--- src/rtl/fetch_unit.sv ---
// Instruction fetch front end: credit-limited request issue, in-order
// response capture into a small {pc, inst} buffer, redirect flush.
module fetch_unit #(
  parameter int              XLEN     = 32,
  parameter logic [XLEN-1:0] RESET_PC = '0,
  parameter int              DEPTH    = 4
) (
  input  logic            clk,
  input  logic            rst,
  output logic            imem_req_valid,
  input  logic            imem_req_ready,
  output logic [XLEN-1:0] imem_req_addr,
  input  logic            imem_rsp_valid,
  input  logic [31:0]     imem_rsp_data,
  input  logic            redirect_valid,
  input  logic [XLEN-1:0] redirect_pc,
  output logic            out_valid,
  input  logic            out_ready,
  output logic [31:0]     out_inst,
  output logic [XLEN-1:0] out_pc
);
  localparam int AW = $clog2(DEPTH);
  localparam int CW = AW + 1;

  typedef logic [CW-1:0] cnt_t;

  logic [XLEN-1:0] fetch_pc_q, fetch_pc_d;
  logic [XLEN-1:0] rsp_pc_q, rsp_pc_d;
  cnt_t            pending_q, pending_d;
  cnt_t            drop_q, drop_d;
  cnt_t            count_q, count_d;
  logic [AW-1:0]   rd_q, rd_d;
  logic [AW-1:0]   wr_q, wr_d;

  logic [XLEN-1:0] pc_mem_q   [DEPTH];
  logic [31:0]     inst_mem_q [DEPTH];

  logic [CW:0] used;
  logic        credit_ok;
  logic        req_fire;
  logic        push;
  logic        pop;

  // In-flight requests (including doomed ones) plus buffered entries
  // never exceed DEPTH, so a response always finds a free slot.
  assign used      = {1'b0, pending_q} + {1'b0, count_q};
  assign credit_ok = used < (CW+1)'(DEPTH);

  assign imem_req_valid = !rst && !redirect_valid && credit_ok;
  assign imem_req_addr  = fetch_pc_q;
  assign req_fire       = imem_req_valid && imem_req_ready;

  assign push = imem_rsp_valid && !redirect_valid && (drop_q == '0);
  assign pop  = out_valid && out_ready && !redirect_valid;

  assign out_valid = (count_q != '0);
  assign out_inst  = inst_mem_q[rd_q];
  assign out_pc    = pc_mem_q[rd_q];

  always_comb begin
    fetch_pc_d = fetch_pc_q;
    rsp_pc_d   = rsp_pc_q;
    pending_d  = pending_q + cnt_t'(req_fire)
               - cnt_t'(imem_rsp_valid);
    drop_d     = drop_q;
    count_d    = count_q;
    rd_d       = rd_q;
    wr_d       = wr_q;
    if (redirect_valid) begin
      fetch_pc_d = {redirect_pc[XLEN-1:2], 2'b00};
      rsp_pc_d   = {redirect_pc[XLEN-1:2], 2'b00};
      drop_d     = pending_q - cnt_t'(imem_rsp_valid);
      count_d    = '0;
      rd_d       = '0;
      wr_d       = '0;
    end else begin
      if (req_fire)
        fetch_pc_d = fetch_pc_q + XLEN'(4);
      if (imem_rsp_valid && drop_q != '0)
        drop_d = drop_q - cnt_t'(1);
      if (push) begin
        rsp_pc_d = rsp_pc_q + XLEN'(4);
        wr_d     = wr_q + AW'(1);
      end
      if (pop)
        rd_d = rd_q + AW'(1);
      count_d = count_q + cnt_t'(push) - cnt_t'(pop);
    end
  end

  always_ff @(posedge clk or posedge rst) begin
    if (rst) begin
      fetch_pc_q <= RESET_PC;
      rsp_pc_q   <= RESET_PC;
      pending_q  <= '0;
      drop_q     <= '0;
      count_q    <= '0;
      rd_q       <= '0;
      wr_q       <= '0;
    end else begin
      fetch_pc_q <= fetch_pc_d;
      rsp_pc_q   <= rsp_pc_d;
      pending_q  <= pending_d;
      drop_q     <= drop_d;
      count_q    <= count_d;
      rd_q       <= rd_d;
      wr_q       <= wr_d;
    end
  end

  always_ff @(posedge clk) begin
    if (push) begin
      pc_mem_q[wr_q]   <= rsp_pc_q;
      inst_mem_q[wr_q] <= imem_rsp_data;
    end
  end
endmodule

--- config.mk ---
export PLATFORM = sky130hd
export DESIGN_NAME = fetch_unit
export DESIGN_NICKNAME = d
export VERILOG_FILES = /design/src/rtl/fetch_unit.sv
export SDC_FILE = /design/constraint.sdc
export NUM_CORES = 1
export LEC_CHECK = 0
export CAP_MARGIN = 25
export CORE_ASPECT_RATIO = 0.75
export CORE_MARGIN = 8
export CORE_UTILIZATION = 55
export DETAILED_ROUTE_END_ITERATION = 10
export DONT_BUFFER_PORTS = 1
export MAX_ROUTING_LAYER = met4
export PLACE_DENSITY_LB_ADDON = 0.2
export SLEW_MARGIN = 30
export SYNTH_ARGS = -nofsm -noshare
export SYNTH_HDL_FRONTEND = slang
export SYNTH_SLANG_ARGS = --single-unit
--- constraint.sdc ---
create_clock -name clk -period 3 [get_ports clk]
set_input_delay 0.6 -clock clk [delete_from_list [all_inputs] [get_ports clk]]
set_output_delay 0.6 -clock clk [all_outputs]
set_load 0.005 [all_outputs]
# Word-level counts from Yosys, hierarchy flattened
# Memories as Yosys holds them, arrays and structs flattened.
# Cells that the tools add are included.
totals:
  out_inout_bits: 98
  mem_count: 2
  word_cells: 51
  reg_bits: 77
  ramBits: 256
mem_list:
  columns: ["memory", "depth", "width", "rd", "rd_clocked_by_memory_dff", "wr", "line_no", "rtl"]
  rows:
  - ["inst_mem_q", 4, 32, 1, 0, 1, "36", "logic [31:0] inst_mem_q [DEPTH];"]
  - ["pc_mem_q", 4, 32, 1, 0, 1, "35", "logic [XLEN-1:0] pc_mem_q [DEPTH];"]
classes:
  n_mux: 13
  order_cmp: 1
  add_sub_neg: 11
  n_reduce_logical: 17
op_table:
  columns: ["op", "count"]
  rows:
  - ["32-bit 2-to-1 mux", 4]
  - ["32-bit by 3-bit adder with 32-bit output, second input constant", 2]
  - ["3-bit 2-to-1 mux", 3]
  - ["3-bit by 1-bit subtractor with 3-bit output", 3]
  - ["1-bit logical AND", 8]
  - ["2-bit 2-to-1 mux", 4]
  - ["2-bit nonzero test", 4]
  - ["3-bit by 1-bit adder with 3-bit output", 2]
  - ["3-bit nonzero test", 2]
  - ["2-bit by 1-bit adder with 2-bit output, second input constant", 2]
  - ["3-bit by 3-bit adder with 4-bit output", 1]
  - ["4-bit by 3-bit < comparator with 1-bit output, second input constant", 1]
  - ["3-bit zero test", 1]
  - ["3-bit by 1-bit subtractor with 3-bit output, second input constant", 1]
  - ["1-bit zero test", 2]
  - ["1-bit 2-to-1 mux", 2]

# Longest topological paths before layout
logic_depth:
  ltp_word: 6
  ltp_mapped: 13
  mapped_depth_nobuf: 12

# Worst setup path before layout
# OpenSTA, ideal clock, no wires.
synth_timing:
  path_type: "flip-flop to flip-flop"
  from: "register drop_q[0]"
  to: "memory inst_mem_q[0][0], enable pin"
  path_buffers: 0
  stages_incl_launch_ff: 6
  period_less_slack_ps: 2901
  required_time_ps: 2573
  setup_time_ps: 427
  arrival_time_ps: 2474
  setup_slack_ps: 99
  cell_sequence: "dfrtp_1 -> inv_1 -> ha_1 -> nand3b_4 -> nor2_1 -> and2_1"
synth_via:
  elab_chain_len: 4
synth_lines:
  columns: ["element", "line_no", "rtl"]
  rows:
  - ["start, declared", "30", "cnt_t drop_q, drop_d;"]
  - ["start signal, assigned", "104", "drop_q <= drop_d;"]
  - ["3-bit zero test", "53", "assign push = imem_rsp_valid && !redirect_valid && (drop_q == '0);"]
  - ["1-bit logical AND", "53", null]
  - ["1-bit 2-to-1 mux", "112", "if (push) begin"]
  - ["1-bit 2-to-1 mux (implied by the code)", "114", "inst_mem_q[wr_q] <= imem_rsp_data;"]
  - ["end, declared", "36", null]
# No other way between the ends.

# Worst setup path in the final report
layout_timing:
  from: "register rd_q[0]"
  to: "output port out_inst[26]"
layout_via:
  elab_chain_len: 1
layout_lines:
  columns: ["element", "line_no", "rtl"]
  rows:
  - ["start, declared", "32", "logic [AW-1:0] rd_q, rd_d;"]
  - ["start signal, assigned", "106", "rd_q <= rd_d;"]
  - ["memory read 4 x 32 bit", null, null]
  - ["end, declared", "19", "output logic [31:0] out_inst,"]
# No other way between the ends.

==> flow_metrics.py <==
metrics = {
    "worst_setup_path": {
        "worst_path_max_delay_cell": "dfrtp_4",
        "rr_worst_depth": 11,
        "crit_fanout": 24,
        "cp-start-kind": "flop",
        "ff2ff_setup_slack_ns": 0.44,
        "worst-setup-path-type": "flop to output port",
        "required_ns": 2.40,
        "endpoint_kind": "output port",
        "crit_chain": "buf_12, mux4_2",
        "timing.critical_path.slowest_cell_delay_ns": 0.75,
        "r2r_end": "pending_q[2]",
        "arrival_ns": 2.21,
        "r2r-start": "pending_q[2]",
    },
    "drt": {
        "num_vias": 6914,
        "postRouteAntennaNets": 0,
        "wl_per_cell_um": 24.1,
        "drc_errors": 0,
        "drt_iter0_markers": 427,
        "viasPerCell": 6.09,
        "first_pass_iters": 5,
        "drt_wl_total_um": 27400,
    },
    "cts": {
        "clock_latency_ns": 0.55,
        "cts_root_buf": "clkbuf_16",
        "cts_buffers": 31,
        "cts.path.max_buffers": 3,
        "cts.sinks": 321,
        "cts_tree": "built",
        "clkTransAtPathRegs_ns": 0.06,
        "ctsHtreeMaxLevel": 1,
        "postCtsSetupRepairBufs": 0,
    },
    "logic_synthesis": {
        "syn_avg_cell_area_um2": 16.9,
        "yosysUniqueCellTypes": 50,
        "synth_warnings": 0,
        "synth.most_common_cell": "edfxtp_1",
        "ys_ff_latch": 321,
        "synth.area.top_cells": "edfxtp_1, dfrtp_1, mux4_2, xor2_1, nand2_1",
        "synth_cells": 782,
        "synth_area_leader_cell": "edfxtp_1",
        "synth_edf_count": 248,
        "synth_common_cells": "edfxtp_1, dfrtp_1, mux4_2",
        "seq_area_frac_synth_pct": 70.3,
        "yosys_most_used_dff": "edfxtp_1",
        "syn_area_um2": 13200,
        "postSynth.asyncResetShare_pct": 22.7,
        "synth_top_area_share_pct": 56.5,
    },
    "run": {
        "cap_violations": 0,
    },
    "sta": {
        "rsz0062_at_grt": "false",
        "setup_viol": 0,
        "period_needed_ns": 2.81,
        "worst_pin_slew_ns": 0.681,
        "hold_viol_final": 0,
        "whs_ns": 0.132,
        "fin_setup_tns_ns": 0,
        "maxSlewViolCount": 0,
        "post-route-period-util_pct": 93.7,
        "skew_ns": 0.00927,
        "maxSlewHeadroom_pct": 54.6,
        "fmax_mhz": 356,
    },
    "cells_and_area": {
        "layout-drive-gt1-share_pct": 18.2,
        "final_util_pct": 61.7,
        "regArea_um2": 9280,
        "diodes": 0,
        "fin_nets": 894,
        "multi_input_area_um2": 3680,
        "fillers": 1721,
        "fin_cells": 1135,
        "area_growth_pct": 11.3,
    },
    "floorplan": {
        "pin_count": 168,
        "initial_core_util_pct": 55.4,
        "die_h_um": 150,
        "die_x_um": 195,
        "core_um2": 23800,
        "dieArea_um2": 29200,
        "num_rows": 49,
    },
    "power": {
        "p_per_area_nw_per_um2": 744,
        "ir_drop_uv": 448,
        "leakage_nw": 4.95,
    },
    "global_routing": {
        "antenna_found_initial": 0,
        "grt_pass1_wl_um": 42300,
        "grtUsageTotal_pct": 19.3,
        "overflow": 0,
        "grt_pass1_vias": 7229,
        "grt_max_degree": 69,
    },
    "placement": {
        "place.gp.congestion": 0.859,
        "placedCellCount": 1078,
        "hpwl_um": 18600,
        "io_buffers": 0,
    },
    "min_path": {
        "hp-start": "redirect_valid",
        "hp-class": "input port to flop",
        "min_path_cells": 1,
        "holdPathEnd": "rd_q[0]",
    },
    "status": {
        "status": "finished clean",
    },
}
[final cells by class]
class | instances | share of cell area, %
Timing Repair Buffer | 23 | 1.79
Clock inverter | 19 | 1.30
Clock buffer | 37 | 5.51
Inverter | 19 | 0.486
Multi-Input combinational cell | 410 | 25.1
Sequential cell | 321 | 63.2
Tap cell | 306 | 2.61
[metal layers]
layer / up-vias / wire (um) / global-route usage, % / part of all wire, %
met5: - / 0 / - / 0
met4: 0 / 625 / 4.73 / 2.3
met3: 41 / 2250 / 5.82 / 8.2
met2: 238 / 13000 / 30.9 / 47
met1: 3530 / 11500 / 24.3 / 42
li1: 3105 / - / - / -
[through the flow]
stage                     power, mW  setup WS (ns)  instance area [um^2]
after floorplan                6.76         0.0995                 13200
after global placement         7.20          0.465                 13700
final                          10.9          0.190                 14700
after detailed placement       7.26          0.418                 13700
after global routing           11.4         0.0432                 14700
after CTS                      11.1          0.115                 14700
[cell families after synthesis]
logic type / Yosys count / synth area share (%)
DFF: 321 / 70.3
adders and majority gates: 18 / 1.82
xor gates and xnor gates: 42 / 2.79
buffers and inverters: 54 / 1.89
muxes: 68 / 11.1
other: 1 / 0.0284
AOI/OAI and AO/OA: 80 / 3.64
and+or+nand+nor: 198 / 8.41
[placed cells by master (no fill, tap or decap), drive strengths merged, types with 7 or more instances in the layout]
cell type / Yosys / final
buf: 15 / 22
nand3: 36 / 36
and3: 7 / 7
xnor2: 14 / 14
and2: 8 / 8
xor2: 28 / 28
o211ai: 17 / 17
inv: 17 / 18
nand2: 60 / 60
clkinv: 2 / 15
and4: 7 / 7
ha: 16 / 16
clkbuf: 20 / 37
nor4: 10 / 10
nor2: 26 / 26
a21oi: 10 / 10
o21ai: 39 / 39
mux4: 62 / 62
dfrtp: 73 / 73
edfxtp: 248 / 248
nor3: 7 / 7
nand4: 23 / 23
[power breakdown]
part           switching (mW)  internal, mW
sequential              0.374          5.09
combinational           0.832         0.837
clock                    1.53          2.25
total                    2.74          8.18
[worst max-delay path, delay by kind of cell (launching register included)]
kind | cells | cell delay (ns)
buffers and inverters | 1 | 0.29
DFF | 1 | 0.75
muxes | 1 | 0.58
[worst max path at each step]
stage	startpoint	endpoint	cells after the start
after global routing	rd_q[0]	out_inst[26]	2
final	rd_q[0]	out_inst[26]	2
after CTS	rd_q[0]	out_inst[26]	2
after global placement	count_q[1]	imem_req_addr[7]	7
after detailed placement	pending_q[2]	pending_q[2]	11
after floorplan	drop_q[0]	inst_mem_q[0][0]	5
[state kept, by name (all words and copies together), names as in the netlist]
signal,flops
imem_req_addr,30
pending_q,3
pc_mem_q,120
drop_q,3
rsp_pc_q,30
inst_mem_q,128
count_q,3
rd_q,2
wr_q,2
[timing repair]
| action | in CTS | in global routing |
|---|---|---|
| resized for setup | 0 | 0 |
| setup endpoints to repair | 0 | 0 |
| endpoints found under the hold margin | 19 | 0 |
| hold buffers | 1 | 0 |
No activity file was read; power rests on OpenSTA's default activity.
